### config.mk
export PLATFORM = sky130hd
export DESIGN_NAME = oric_ram_sequencer
export DESIGN_NICKNAME = d
export VERILOG_FILES = /design/src/rtl/oric_pkg.sv /design/src/rtl/ram_load_buffer.sv /design/src/rtl/oric_ram_sequencer.sv
export SDC_FILE = /design/constraint.sdc
export NUM_CORES = 1
export LEC_CHECK = 0
export ABC_AREA = 1
export BUFFER_PORTS_ARGS = -buffer_cell sky130_fd_sc_hd__buf_4
export CAP_MARGIN = 0
export CELL_PAD_IN_SITES_DETAIL_PLACEMENT = 1
export CELL_PAD_IN_SITES_GLOBAL_PLACEMENT = 2
export CORE_MARGIN = 4
export CORE_UTILIZATION = 28
export DETAILED_ROUTE_END_ITERATION = 10
export GPL_TIMING_DRIVEN = 0
export PLACE_DENSITY_LB_ADDON = 0.2
export SKIP_LAST_GASP = 1
export SLEW_MARGIN = 20
export SYNTH_ARGS = -nofsm -noshare
export SYNTH_HDL_FRONTEND = slang
export SYNTH_SLANG_ARGS = --single-unit
### constraint.sdc
create_clock -name clk_sys -period 3 [get_ports clk_sys]
set_input_delay 0.15 -clock clk_sys [delete_from_list [all_inputs] [get_ports clk_sys]]
set_output_delay 0.15 -clock clk_sys [all_outputs]
set_load 0.005 [all_outputs]
### src/rtl/oric_pkg.sv
// rtl/oric_pkg.sv - shared types and constants for the Oric RAM sequencer
package oric_pkg;

    localparam int         ORIC_RAM_AW   = 16;
    localparam logic [7:0] ORIC_RAM_FILL = 8'hFF;

    typedef enum logic [1:0] {
        CLEAR = 2'd0,
        RUN   = 2'd1,
        LOAD  = 2'd2
    } ram_seq_state_t;

endpackage

### src/rtl/ram_load_buffer.sv
// rtl/ram_load_buffer.sv - one-entry loader skid buffer with write ack and byte counter
module ram_load_buffer #(
    parameter int AW = 16
) (
    input  logic          clk_sys,
    input  logic          reset_n,
    input  logic          enable,
    input  logic          start,
    input  logic          ld_wr,
    input  logic [AW-1:0] ld_addr,
    input  logic [7:0]    ld_data,
    output logic          pend,
    output logic [AW-1:0] buf_addr,
    output logic [7:0]    buf_data,
    output logic [AW:0]   ld_count
);

    logic capture;

    assign capture = enable & ld_wr;

    // A held byte always drains on the cycle after capture, so the buffer can
    // refill in the very cycle it empties and sustains one byte per clock.
    always_ff @(posedge clk_sys) begin
        if (!reset_n) begin
            pend     <= 1'b0;
            buf_addr <= '0;
            buf_data <= '0;
            ld_count <= '0;
        end else begin
            if (capture) begin
                buf_addr <= ld_addr;
                buf_data <= ld_data;
            end
            pend <= capture;
            if (start) begin
                ld_count <= '0;
            end else if (pend) begin
                ld_count <= ld_count + 1'b1;
            end
        end
    end

endmodule

### src/rtl/oric_ram_sequencer.sv
// rtl/oric_ram_sequencer.sv - arbiter for the Oric system RAM port: clear sweep, loader, CPU
module oric_ram_sequencer
    import oric_pkg::*;
#(
    parameter int         AW   = ORIC_RAM_AW,
    parameter logic [7:0] FILL = ORIC_RAM_FILL
) (
    input  logic          clk_sys,
    input  logic          reset_n,
    input  logic          clear_req,
    input  logic [AW-1:0] cpu_ad,
    input  logic [7:0]    cpu_d,
    input  logic          cpu_we,
    input  logic          cpu_cs,
    output logic [7:0]    cpu_q,
    input  logic          ld_active,
    input  logic          ld_wr,
    input  logic [AW-1:0] ld_addr,
    input  logic [7:0]    ld_data,
    output logic          ld_ack,
    output logic [AW:0]   ld_count,
    output logic [AW-1:0] ram_ad,
    output logic [7:0]    ram_d,
    output logic          ram_we,
    input  logic [7:0]    ram_q,
    output logic          busy,
    output logic          cpu_hold
);

    ram_seq_state_t state;
    logic [AW-1:0]  clr_addr;
    logic           clr_pend;
    logic           ld_pend;
    logic [AW-1:0]  buf_addr;
    logic [7:0]     buf_data;
    logic           load_start;
    logic           load_capture;
    logic           ram_we_mux;

    // Entry into LOAD is level-based so a session still active after a sweep is picked up.
    assign load_start   = (state == RUN) & ~clear_req & ld_active;
    assign load_capture = (state == LOAD) & ld_active;

    ram_load_buffer #(.AW(AW)) u_load_buffer (
        .clk_sys  (clk_sys),
        .reset_n  (reset_n),
        .enable   (load_capture),
        .start    (load_start),
        .ld_wr    (ld_wr),
        .ld_addr  (ld_addr),
        .ld_data  (ld_data),
        .pend     (ld_pend),
        .buf_addr (buf_addr),
        .buf_data (buf_data),
        .ld_count (ld_count)
    );

    always_ff @(posedge clk_sys) begin
        if (!reset_n) begin
            state    <= CLEAR;
            clr_addr <= '0;
            clr_pend <= 1'b0;
        end else begin
            case (state)
                CLEAR: begin
                    if (clear_req) begin
                        clr_addr <= '0;
                    end else begin
                        clr_addr <= clr_addr + 1'b1;
                        if (&clr_addr) begin
                            state <= RUN;
                        end
                    end
                end
                RUN: begin
                    if (clear_req) begin
                        state    <= CLEAR;
                        clr_addr <= '0;
                    end else if (ld_active) begin
                        state <= LOAD;
                    end
                end
                LOAD: begin
                    // A clear requested mid-session waits until the last byte has drained.
                    if (!ld_active && !ld_pend) begin
                        clr_pend <= 1'b0;
                        if (clr_pend || clear_req) begin
                            state    <= CLEAR;
                            clr_addr <= '0;
                        end else begin
                            state <= RUN;
                        end
                    end else if (clear_req) begin
                        clr_pend <= 1'b1;
                    end
                end
                default: begin
                    state    <= CLEAR;
                    clr_addr <= '0;
                end
            endcase
        end
    end

    always_comb begin
        ram_ad     = cpu_ad;
        ram_d      = cpu_d;
        ram_we_mux = 1'b0;
        case (state)
            CLEAR: begin
                ram_ad     = clr_addr;
                ram_d      = FILL;
                ram_we_mux = 1'b1;
            end
            RUN: begin
                ram_we_mux = cpu_we & cpu_cs;
            end
            LOAD: begin
                if (ld_pend) begin
                    ram_ad     = buf_addr;
                    ram_d      = buf_data;
                    ram_we_mux = 1'b1;
                end
            end
            default: ;
        endcase
    end

    assign ram_we   = ram_we_mux & reset_n;
    assign ld_ack   = ld_pend & reset_n;
    assign busy     = (state != RUN) | ~reset_n;
    assign cpu_hold = busy;
    assign cpu_q    = ram_q;

endmodule

# Yosys cells after proc, flatten, opt, wreduce, memory -nomap -nowiden

Cells that the tools add are included.

Output and inout port bits: 53
Memories: 0
Bits in writable memories: 0
Bits in latches: 0
Bits in read-only memories: 0
Register bits: 61

$lt $le $gt $ge: 0
Shift-type cells: 0
Add/subtract/negate cells: 2
Bitwise operators: 10
Div/mod/pow operators: 0
$mul: 0
Eq/ne operators: 9
Reduce and logical (&&, ||, !) cells: 11
Muxes and demuxes: 20

Operators by type and width:

| operator                | count |
|---|---|
| $mux W16                | 5 |
| $pmux W16 S3            | 1 |
| $pmux W16 S2            | 1 |
| $add A17 B1 Y17 const B | 1 |
| $add A16 B1 Y16 const B | 1 |
| $pmux W8 S2             | 1 |
| $reduce_and A16 Y1      | 1 |
| $mux W2                 | 5 |
| $mux W8                 | 1 |
| $and A1 B1 Y1           | 7 |
| $ne A2 B1 Y1 const B    | 3 |
| $ne A2 B2 Y1 const B    | 3 |
| $pmux W2 S3             | 1 |
| $mux W1                 | 4 |
| $reduce_and A4 Y1       | 1 |
| $ne A3 B3 Y1 const B    | 1 |
| $pmux W1 S3             | 1 |
| $reduce_and A3 Y1       | 1 |
| $eq A2 B1 Y1 const B    | 1 |
| $eq A2 B2 Y1 const B    | 1 |
| $logic_not A1 Y1        | 2 |
| $logic_not A2 Y1        | 1 |
| $not A1 Y1              | 2 |
| $reduce_and A2 Y1       | 1 |
| 5 further kinds         | 5 |

# Logic depth before layout (Yosys ltp)

Depth in word-level cells: 4
Depth in mapped cells: 10
Depth with buffers taken out: 9

# Cells and area by module

A second synthesis with hierarchy kept.

Cells, all modules: 536
Area total of the unflattened synthesis: 3423.3 um^2

Modules (own cells, without submodules):

| module             | times used | area each (um^2) | cells each |
|---|---|---|---|
| ram_load_buffer    | 1          | 1725.4           | 236 |
| oric_ram_sequencer | 1          | 1697.9           | 300 |

# Least setup slack after synthesis

OpenSTA, ideal clock, no wires.

Kind: register -> register
Start point: register u_load_buffer.ld_count[0]
End point: register u_load_buffer.ld_count[12]
Slack: 1.604 ns
Clock period less this slack: 1.396 ns
Path buffers: 0
Stages on the path, launching flop included: 7
Arrival: 1.281 ns
Cell sequence: dfxtp_1 ha_1 nand3_1 or2_2 nor2_1 xnor2_1 nor2_1

Longest elaborated chain between the ends: 1

Ends and longest elaborated chain:

| what                     | line                  | RTL |
|---|---|---|
| start: declaration       | ram_load_buffer.sv:15 | `output logic [AW:0] ld_count` |
| start signal: assignment | ram_load_buffer.sv:39 | `ld_count <= ld_count + 1'b1;` |
| $add A17 B1 Y17          | ram_load_buffer.sv:39 |  |

No other way between the ends.
A chain may end at the register's enable or synchronous reset.

# Worst setup path in the final report

Start point: register u_load_buffer.pend
End point: output port ram_ad[12]

Longest elaborated chain between the ends: 2

Ends and longest elaborated chain:

| what                     | line                      | RTL |
|---|---|---|
| start: declaration       | ram_load_buffer.sv:12     | `output logic pend,` |
| start signal: assignment | ram_load_buffer.sv:35     | `pend <= capture;` |
| $mux W16                 | oric_ram_sequencer.sv:119 | `if (ld_pend) begin` |
| $pmux W16 S2             | oric_ram_sequencer.sv:109 | `case (state)` |
| end: declaration         | oric_ram_sequencer.sv:22  | `output logic [AW-1:0] ram_ad,` |

No other way between the ends.

==> impl_metrics.env <==
export IMPL_outcome="finished clean"
export IMPL_dpl_hpwl_mm=9.59
export IMPL_ioPinCount=116
export IMPL_yosys_warnings=0
export IMPL_p_clk_frac=0.522
export IMPL_maxSlewViolCount=0
export IMPL_antenna_cells=0
export IMPL_p_int_mw=1.55
export IMPL_cap_violations=0
export IMPL_fin_total_pwr_mw=1.98
export IMPL_hold_viol_final=0
export IMPL_synthesis_area_sq_um=3360
export IMPL_power_frac_seq=0.412
export IMPL_ant_nets=0
export IMPL_hold_end="u_load_buffer.buf_data[6]"
export IMPL_fp_row_count=39
export IMPL_cts_tree="yes"
export IMPL_area_growth_pct=38.0
export IMPL_cts_hold_buf=0
export IMPL_cts_buffer_depth=2
export IMPL_fin_nets=687
export IMPL_cellLeakagePower_nw=1.96
export IMPL_reg2reg_depth=7
export IMPL_syn_num_nets=569
export IMPL_worstPathRequired_ps=2850
export IMPL_postCtsSetupRepairBufs=0
export IMPL_synth_cell_types=33
export IMPL_layout_min_cycle_time_ps=2240
export IMPL_coreArea_sq_um=11600
export IMPL_die_w_um=117
export IMPL_power_switching_uw=435
export IMPL_hold_ws_ps=69.2
export IMPL_slew_headroom=0.585
export IMPL_crit_type="register to output port"
export IMPL_clock_skew_ps=6.47
export IMPL_cpLargestDelayFamily="buffers and inverters"
export IMPL_cp_slowest_stage_delay_ps=400
export IMPL_finalNonFillerCells=770
export IMPL_setup_tns_ps=0
export IMPL_wl_per_cell_um=15.7
export IMPL_power_density_nw_per_um2=428
export IMPL_post_cts_resized=0
export IMPL_cts_root_buf="clkbuf_16"
export IMPL_grt_total_usage=0.176
export IMPL_h_tree_depth=3
export IMPL_r2r_start="clr_addr[0]"
export IMPL_clk_pin_slew_ps=60
export IMPL_antenna_found_initial=0
export IMPL_rr_endpoint="clr_addr[14]"
export IMPL_p_comb_frac=0.066
export IMPL_syn_inst=504
export IMPL_hold_start="ld_data[6]"
export IMPL_syn_avg_cell_area_sq_um=6.66
export IMPL_fp_dieArea_sq_um=13800
export IMPL_clock_latency_ps=330
export IMPL_cp_max_fo=10
export IMPL_clock_fmax_ghz=0.446
export IMPL_critPathSlowestCell="clkbuf_1"
export IMPL_worstMarginPinSlew_ps=622
export IMPL_grt_max_degree=11
export IMPL_grt_pass1_wl_mm=19.7
export IMPL_final_util=0.401
export IMPL_arrival_ps=2090
export IMPL_switching_share=0.219
export IMPL_io_buffer_count=107
export IMPL_drt_pass1_iter_count=4
export IMPL_holdPathStages=3
export IMPL_final_setup_viol_count=0
export IMPL_worst_setup_path_end_kind="output port"
export IMPL_synth_seq_cells=61
export IMPL_vias=3741
export IMPL_dp_cells=754
export IMPL_yosysSeqAreaShare=0.364
export IMPL_cts_buffers=9
export IMPL_crit_buf_inv=4
export IMPL_fin_crit_sh=0.747
export IMPL_clock_sinks=61
export IMPL_via_per_inst=4.86
export IMPL_crit_chain="inv_1 -> buf_2 -> clkbuf_1 -> nor2_1 -> o21ai_0 -> buf_4"
export IMPL_cp_start_kind="register"
export IMPL_fill_cells=1493
export IMPL_grt_pass1_vias=3882
export IMPL_worstSetupStartpoint="u_load_buffer.pend"
export IMPL_hold_path_class="primary input to register"
export IMPL_drive_above_1_share=0.257
export IMPL_rsz0062_at_grt="no"
export IMPL_grt_overflow=0
export IMPL_drt_total_wl_mm=12.1
export IMPL_ff2ff_setup_slack_ps=1320
export IMPL_die_h_um=117
export IMPL_drt_iter0_drc=92
export IMPL_place_gp_congestion=0.828
export IMPL_ir_drop_uv=261
export IMPL_floorplan_initialDensity=0.290
export IMPL_drc=0
-- layout by cell type, fill, tap and decap left out, types with 4 or more instances in the layout --
| master | count |
|---|---|
| buf_4 | 119 |
| nor2_1 | 112 |
| nand2_1 | 87 |
| o21ai_0 | 63 |
| dfxtp_1 | 61 |
| inv_1 | 30 |
| nand3_1 | 29 |
| a21oi_1 | 26 |
| a22oi_1 | 16 |
| clkbuf_1 | 11 |
| nor3_1 | 9 |
| clkbuf_16 | 9 |
| buf_6 | 4 |
| nor2_2 | 4 |
| inv_2 | 4 |
| nand3b_1 | 4 |
| clkinv_2 | 4 |
-- registers in the layout, summed over array words and instances (netlist names) --
register and flops:
state 2, u_load_buffer.buf_addr 16, clr_addr 16, u_load_buffer.buf_data 8
u_load_buffer.pend 1, clr_pend 1, u_load_buffer.ld_count 17
-- metal layers --
layer  vias up  GRT usage  routed length, um
li1       1890          -                  -
met1      1747      0.226               5680
met2        98      0.285               5610
met3         6     0.0610                740
met4         0     0.0396                 68
met5         -          0                  0
-- metrics by stage --
stage | area, sq um | worst slack [ps]
6_report | 4630 | 759
5_1_grt | 4630 | 646
4_1_cts | 4630 | 798
3_5_place_dp | 4340 | 1190
3_3_place_gp | 4340 | 1200
2_1_floorplan | 3360 | 1600
-- power groups by stage --
stage	logic [mW]	registers, mW	clock network [mW]
floorplan	0.0452	0.831	0
global placement	0.131	0.833	0
detailed placement	0.133	0.833	0
CTS	0.134	0.815	1.07
global route	0.144	0.815	1.10
finish	0.131	0.816	1.03
-- worst reg2reg max path, delay by kind of cell (launching register included) --
family                   cells  cell delay, ps
adder cells (fa/ha/maj)      1             250
AND/OR/NAND/NOR              5             750
flip-flops                   1             470
AO/OA/AOI/OAI                1             140
-- kinds of logic (layout without fill, tap and decap cells) --
| family | count (synthesis) | count (layout) | share of synthesized area |
|---|---|---|---|
| flops | 61 | 61 | 0.364 |
| buf+inv | 62 | 185 | 0.0924 |
| xor+xnor | 6 | 6 | 0.0157 |
| simple gates | 260 | 260 | 0.335 |
| fa+ha+maj | 2 | 2 | 0.00745 |
| compound gates | 113 | 113 | 0.185 |
-- worst max-delay path by stage --
stage,end,slack (ps),depth (start not counted)
after floorplan,u_load_buffer.ld_count[12],1600,6
after global placement,ram_ad[14],1200,6
after detailed placement,ram_ad[11],1190,6
after CTS,ram_ad[12],800,6
after global routing,ram_ad[12],650,6
final,ram_ad[12],760,6
-- layout make-up --
cell class | instances | area (sq um) | share of cell area
Multi-Input combinational cell | 381 | 1830 | 0.394
Sequential cell | 61 | 1220 | 0.264
Timing Repair Buffer | 107 | 803 | 0.173
Clock buffer | 11 | 243 | 0.0524
Buffer | 28 | 183 | 0.0394
Tap cell | 143 | 179 | 0.0386
Inverter | 34 | 128 | 0.0276
Clock inverter | 5 | 50.0 | 0.0108
-- Yosys cell counts, drive strengths merged --
cell type,count,share of area
dfxtp,61,0.36
ha,2,0.0075
o21a,2,0.0045
o21ai,66,0.098
a22oi,16,0.036
inv,34,0.038
xnor2,3,0.0078
nand3,31,0.049
nand2,89,0.10
clkbuf,10,0.011
xor2,3,0.0078
nand4,1,0.0019
o221a,1,0.0034
a21oi,26,0.039
and3,1,0.0019
o21bai,1,0.0022
a21o,1,0.0022
and2,1,0.0019
nor2,120,0.15
buf,18,0.043
or2,3,0.0056
nand3b,4,0.0089
nor3,10,0.016
Power figures use the tool's default switching activity.
